--- src/rtl/dlx_mc_control_fsm.sv ---
// Multicycle DLX control unit: state-decoded datapath controls with a memory wait/timeout counter.
// Optional feature: define CTRL_ILLEGAL_TRAP_EN to route unlisted opcodes to a TRAP state instead of R-type.
module dlx_mc_control_fsm #(
    parameter int OPCODE_W    = 6,
    parameter int ALUOP_W     = 7,
    parameter int ALUSRCB_W   = 3,
    parameter int MEM_TIMEOUT = 15
) (
    input  logic                 clk,
    input  logic                 reset,
    input  logic [OPCODE_W-1:0]  opCode,
    input  logic                 mem_ready,
    output logic                 PCWriteIfNonZero,
    output logic                 PCWriteIfZero,
    output logic                 PCWrite,
    output logic                 IorD,
    output logic                 MemRead,
    output logic                 MemWrite,
    output logic                 IRWrite,
    output logic                 ALUSrcA,
    output logic                 RegWrite,
    output logic [1:0]           MemToReg,
    output logic [1:0]           PCSource,
    output logic [1:0]           RegDst,
    output logic [ALUOP_W-1:0]   ALUOp,
    output logic [ALUSRCB_W-1:0] ALUSrcB,
    output logic [4:0]           state_o,
    output logic                 instr_done,
    output logic                 mem_timeout,
    output logic                 trap
);

    typedef enum logic [4:0] {
        FETCH = 5'd0, DECODE = 5'd1, MEM_ADDR = 5'd2, MEM_READ = 5'd3, WB_MEM = 5'd4,
        MEM_WRITE = 5'd5, R_EXEC = 5'd6, R_WB = 5'd7, I_EXEC = 5'd8, I_WB = 5'd9,
        IU_EXEC = 5'd10, LHI_WB = 5'd11, BEQZ_S = 5'd12, BNEZ_S = 5'd13, JUMP_S = 5'd14,
        JAL_S = 5'd15, JALR_S = 5'd16, JR_S = 5'd17, TRAP_S = 5'd18
    } state_t;

    localparam int CNT_W = (MEM_TIMEOUT > 0) ? $clog2(MEM_TIMEOUT + 1) : 1;

    state_t            stateReg, stateNext;
    logic [CNT_W-1:0]  waitCnt, waitNext;
    logic              memState, timeoutHit, rdyQ;

    // A request arriving while reset is held must not open IRWrite/PCWrite.
    assign rdyQ       = mem_ready & ~reset;
    assign memState   = (stateReg == FETCH) || (stateReg == MEM_READ) || (stateReg == MEM_WRITE);
    assign timeoutHit = (MEM_TIMEOUT != 0) && memState && !rdyQ &&
                        (waitCnt == CNT_W'(MEM_TIMEOUT));
    assign state_o    = stateReg;

    // State and wait-counter registers.
    always_ff @(posedge clk or posedge reset) begin
        if (reset) begin
            stateReg <= FETCH;
            waitCnt  <= '0;
        end else begin
            stateReg <= stateNext;
            waitCnt  <= waitNext;
        end
    end

    // Next-state selection and wait-counter update.
    always_comb begin
        stateNext = FETCH;
        waitNext  = '0;
        case (stateReg)
            FETCH:     stateNext = rdyQ ? DECODE : (timeoutHit ? FETCH : FETCH);
            DECODE: begin
                case (opCode)
                    OPCODE_W'(6'h23), OPCODE_W'(6'h2b): stateNext = MEM_ADDR;
                    OPCODE_W'(6'h08), OPCODE_W'(6'h0d), OPCODE_W'(6'h18), OPCODE_W'(6'h1c),
                    OPCODE_W'(6'h14), OPCODE_W'(6'h1a), OPCODE_W'(6'h19), OPCODE_W'(6'h17),
                    OPCODE_W'(6'h0a), OPCODE_W'(6'h0e): stateNext = I_EXEC;
                    OPCODE_W'(6'h0c), OPCODE_W'(6'h16): stateNext = IU_EXEC;
                    OPCODE_W'(6'h0f): stateNext = LHI_WB;
                    OPCODE_W'(6'h04): stateNext = BEQZ_S;
                    OPCODE_W'(6'h05): stateNext = BNEZ_S;
                    OPCODE_W'(6'h02): stateNext = JUMP_S;
                    OPCODE_W'(6'h03): stateNext = JAL_S;
                    OPCODE_W'(6'h13): stateNext = JALR_S;
                    OPCODE_W'(6'h12): stateNext = JR_S;
                    OPCODE_W'(6'h00): stateNext = R_EXEC;
`ifdef CTRL_ILLEGAL_TRAP_EN
                    default:          stateNext = TRAP_S;
`else
                    default:          stateNext = R_EXEC;
`endif
                endcase
            end
            MEM_ADDR:  stateNext = (opCode == OPCODE_W'(6'h23)) ? MEM_READ : MEM_WRITE;
            MEM_READ:  stateNext = rdyQ ? WB_MEM : (timeoutHit ? FETCH : MEM_READ);
            MEM_WRITE: stateNext = (rdyQ || timeoutHit) ? FETCH : MEM_WRITE;
            R_EXEC:    stateNext = R_WB;
            I_EXEC:    stateNext = I_WB;
            IU_EXEC:   stateNext = I_WB;
            default:   stateNext = FETCH;
        endcase
        // Counter only survives a cycle spent waiting in the same memory state.
        if (memState && !rdyQ && !timeoutHit && (MEM_TIMEOUT != 0)) begin
            waitNext = waitCnt + CNT_W'(1'b1);
        end else begin
            waitNext = '0;
        end
    end

    // Datapath controls decoded from the current state.
    always_comb begin
        PCWriteIfNonZero = 1'b0;
        PCWriteIfZero    = 1'b0;
        PCWrite          = 1'b0;
        IorD             = 1'b0;
        MemRead          = 1'b0;
        MemWrite         = 1'b0;
        IRWrite          = 1'b0;
        ALUSrcA          = 1'b0;
        RegWrite         = 1'b0;
        MemToReg         = 2'd0;
        PCSource         = 2'd0;
        RegDst           = 2'd0;
        ALUOp            = '0;
        ALUSrcB          = '0;
        instr_done       = 1'b0;
        trap             = 1'b0;
        mem_timeout      = timeoutHit;
        case (stateReg)
            FETCH:     begin MemRead = 1'b1; ALUSrcB = ALUSRCB_W'(3'd1); IRWrite = rdyQ; PCWrite = rdyQ; end
            DECODE:    ALUSrcB = ALUSRCB_W'(3'd4);
            MEM_ADDR:  begin ALUSrcA = 1'b1; ALUSrcB = ALUSRCB_W'(3'd3); end
            MEM_READ:  begin IorD = 1'b1; MemRead = 1'b1; end
            WB_MEM:    begin RegWrite = 1'b1; MemToReg = 2'd1; instr_done = 1'b1; end
            MEM_WRITE: begin IorD = 1'b1; MemWrite = 1'b1; instr_done = rdyQ; end
            R_EXEC:    begin ALUSrcA = 1'b1; ALUOp = ALUOP_W'(2'd2); end
            R_WB:      begin RegWrite = 1'b1; RegDst = 2'd1; instr_done = 1'b1; end
            I_EXEC:    begin ALUSrcA = 1'b1; ALUSrcB = ALUSRCB_W'(3'd3); ALUOp = ALUOP_W'(2'd2); end
            IU_EXEC:   begin ALUSrcA = 1'b1; ALUSrcB = ALUSRCB_W'(3'd2); ALUOp = ALUOP_W'(2'd2); end
            I_WB:      begin RegWrite = 1'b1; instr_done = 1'b1; end
            LHI_WB:    begin RegWrite = 1'b1; MemToReg = 2'd2; instr_done = 1'b1; end
            BEQZ_S:    begin ALUSrcA = 1'b1; ALUOp = ALUOP_W'(2'd1); PCSource = 2'd1;
                             PCWriteIfZero = 1'b1; instr_done = 1'b1; end
            BNEZ_S:    begin ALUSrcA = 1'b1; ALUOp = ALUOP_W'(2'd1); PCSource = 2'd1;
                             PCWriteIfNonZero = 1'b1; instr_done = 1'b1; end
            JUMP_S:    begin PCWrite = 1'b1; PCSource = 2'd2; instr_done = 1'b1; end
            JAL_S:     begin PCWrite = 1'b1; PCSource = 2'd2; RegWrite = 1'b1; RegDst = 2'd2;
                             MemToReg = 2'd3; instr_done = 1'b1; end
            JALR_S:    begin PCWrite = 1'b1; PCSource = 2'd3; RegWrite = 1'b1; RegDst = 2'd2;
                             MemToReg = 2'd3; instr_done = 1'b1; end
            JR_S:      begin PCWrite = 1'b1; PCSource = 2'd3; instr_done = 1'b1; end
`ifdef CTRL_ILLEGAL_TRAP_EN
            TRAP_S:    begin trap = 1'b1; instr_done = 1'b1; end
`endif
            default:   instr_done = 1'b0;
        endcase
    end

endmodule

--- config.mk ---
export PLATFORM = sky130hd
export DESIGN_NAME = dlx_mc_control_fsm
export DESIGN_NICKNAME = d
export VERILOG_FILES = /design/src/rtl/dlx_mc_control_fsm.sv
export SDC_FILE = /design/constraint.sdc
export NUM_CORES = 1
export LEC_CHECK = 0
export BUFFER_PORTS_ARGS = -buffer_cell sky130_fd_sc_hd__buf_2
export CORE_AREA = 2 2 62 64
export DETAILED_ROUTE_END_ITERATION = 6
export DIE_AREA = 0 0 64 66
export PLACE_DENSITY_LB_ADDON = 0.05
export SYNTH_ARGS = -nofsm -noshare
export SYNTH_HDL_FRONTEND = slang
export SYNTH_SLANG_ARGS = --single-unit
--- constraint.sdc ---
create_clock -name clk -period 3.2 [get_ports clk]
set_input_delay 0.16 -clock clk [delete_from_list [all_inputs] [get_ports clk]]
set_output_delay 0.16 -clock clk [all_outputs]
set_load 0.02 [all_outputs]
==> summary.txt <==
CTS
  • Hold Buf Count CTS: 1
  • Clk buf depth: 2
  • Clk root buf: clkbuf_4
  • Post-CTS sizing: 0
  • CTS Buf Count: 3
  • Setup Buffers After CTS: 0
  • Worst-path clk slew: 0.07 ns
  • Clock sinks: 9
  • H-Tree Depth: 1
  • Later-pin clock latency in the skew report: 0.27 ns
  • CTS tree: yes

Global route
  • Antenna violations before repair: 0
  • GR Util All Layers: 0.1477
  • Vias in the first global route: 1062
  • First-pass GRT wire length: 4.954 mm
  • GR Overflow Total: 0
  • Pin count of the biggest net entering global routing: 21

Logic synthesis
  • Largest family of logic cells by synthesized area: simple AND/OR/NAND/NOR gates
  • Yosys Warn Count: 0
  • Most common cell in the netlist: nor2_1
  • Syn Area/Cell: 7.436 sq um
  • Post-Synthesis Cells: 159
  • Top post-synthesis cells by area: dfrtp_1 (19%), ha_1 (11%), buf_4 (4.4%)
  • Top-area cell type share of the netlist area: 0.1905
  • Register area share after synthesis: 0.1905
  • Post-synthesis mux area share: 0.01693
  • Yosys cell types: 48
  • Seq cells post-synth: 9
  • Post-Syn Area: 1182 sq um
  • Adder-Cell Fraction of Synth Area: 0.1058
  • Number of synthesized flops with an enable pin: 0
  • Synthesized-area fraction occupied by ao, oa, aoi and oai cells: 0.2275
  • Post-synthesis simple-gate area fraction: 0.3079
  • Asr flop ratio synth: 1.000
  • Post-synth top area cell: dfrtp_1
  • XOR/XNOR Fraction of Synth Area: 0.02963
  • Primary FF master, synth: dfrtp_1
  • Most frequent cells after synthesis: nor2_1 (13), nand2_1 (11), ha_1 (10)

STA
  • Clock skew: 0.005748 ns
  • Final period utilization: 0.6890
  • Unrepaired setup endpoints after global routing: false
  • Slack of the critical path: 0.9951 ns
  • Hold Fails Final Rpt: 0
  • Setup TNS Final: 0 ns
  • Finish-stage setup viols: 0
  • Slew headroom: 0.6035
  • Worst Tran Pin Value: 0.5947 ns
  • Post-route minimum period: 2.205 ns
  • Max-slew violation count: 0
  • Max frequency: 453.5 MHz
  • Hold slack: 0.2704 ns

Pwr
  • Total power: 0.9535 mW
  • Clk pwr share: 0.093
  • Worst vdd ir: 0.2206 mV
  • P_sw: 0.5138 mW
  • Comb pwr share: 0.649
  • Leakage: 0.7020 nW
  • Switching Fraction: 0.5389
  • Power density over the cells: 695.3 nW/um^2
  • Flop pwr share: 0.258
  • Internal power: 0.4396 mW

Cells and area
  • Area Growth Syn to Fin: 15.98%
  • Fraction of layout cells with a size suffix above 1: 0.2473
  • NumNets Final: 206
  • Diodes inserted: 0
  • Final instance area: 1371 sq um

Setup path
  • Crit path DAT: 2.04 ns
  • Worst setup EP type: output port
  • Crit path from: state_o[1]
  • WP data required: 3.04 ns
  • Startpoint Class: flip-flop
  • Crit-path max FO: 20
  • Crit path kind: flip-flop to output port
  • R2R Path Start: state_o[1]

Floorplanning
  • Core Area: 3551 sq um
  • Die width: 64 microns
  • # IOs: 42
  • Initial Utilization: 0.3330
  • Die Ht: 66 microns
  • Site Rows: 22
  • Die area: 4224 sq um

Detailed routing
  • DRC Markers: 0
  • Via count: 1184
  • DRT antenna net count: 0
  • Drt total wl: 3.008 mm
  • Vias/cell: 5.060
  • Wire per inst: 12.85 microns
  • Detailed Routing Iterations Pass 1: 4
  • Initial DRC Count: 76

Place
  • I/O Buffers: 35
  • Routability Congestion: 0.8224
  • Place WS: 1.296 ns
  • Hpwl dp: 2.313 mm
  • Cell Area, Placed: 1334 sq um

Worst hold path
  • Beginning of the worst hold path: opCode[4]
  • Hold Path Class: primary input to flip-flop

Run
  • Max capacitance violation total: 0

Status
  • Outcome: finished, final reports clean
==> per-layer routing <==
metal	GRT usage	up-vias	wire length, microns
li1	-	604	-
met1	0.1872	548	1364
met3	0.03066	2	149
met5	0	-	0
met2	0.2565	30	1470
met4	0.03261	0	23
==> critical path, cell delays in order, from the launching register on <==
cell	delay [ns]
dfrtp_1	0.60
or4_1	0.59
a2bb2oi_1	0.16
nand2b_4	0.16
nor2_1	0.09
buf_2	0.17
==> area by class of cell <==
cell class | instances | area [sq um]
Multi-Input combinational cell | 127 | 835.8
Fill cell | 388 | 2180
Timing Repair Buffer | 36 | 185.2
Sequential cell | 9 | 225.2
Clock buffer | 3 | 22.52
Inverter | 10 | 37.54
Clock inverter | 1 | 5.005
Tap cell | 48 | 60.06
==> path summary, 6_finish.rpt <==
path                       slack [ns]          end  cells past startpoint
max reg2reg                      1.29   state_o[1]                      5
min                              0.27   state_o[4]                      2
max in group asynchronous        2.51   waitCnt[2]                      3
min in group asynchronous        0.42   state_o[1]                      3
min reg2reg                      0.47   waitCnt[0]                      1
max                               1.0  mem_timeout                      5
==> kinds of logic after synthesis <==
family,after synthesis
DFF,9
other,1
and+or+nand+nor,64
muxes,2
AOI/OAI and AO/OA,41
xor gates and xnor gates,4
adders and majority gates,10
buffers and inverters,28
==> cells in the final DEF, fill, tap and decap left out, types with 3 or more instances in the layout <==
cell type and instances:
buf_2 35, nor2_1 13, nand2_1 11, ha_1 10, inv_1 9, a21oi_1 9, dfrtp_1 9, nand3_1 7
o21ai_1 7, o21ai_0 6, nor2b_1 6, conb_1 6, nor3_1 4, o211ai_1 4, or2_1 3, and2_1 3
nor2_2 3, clkbuf_4 3
==> state kept, by name (all words and copies together) (netlist names) <==
signal   flops
state_o      5
waitCnt      4
==> stage by stage <==
stage,instances,util
2_1_floorplan,164,-
3_3_place_gp,229,0.3756
3_5_place_dp,229,0.3756
4_1_cts,234,0.3862
5_1_grt,234,0.3862
6_report,234,0.3862
==> power by group through the flow <==
stage	sequential [mW]	clock, mW	combinational [mW]
floorplan	0.193	0	0.525
global placement	0.245	0	0.620
detailed placement	0.249	0	0.622
CTS	0.246	0.0941	0.625
global route	0.257	0.0979	0.689
finish	0.246	0.0890	0.618
(Power assumes the default switching activity.)
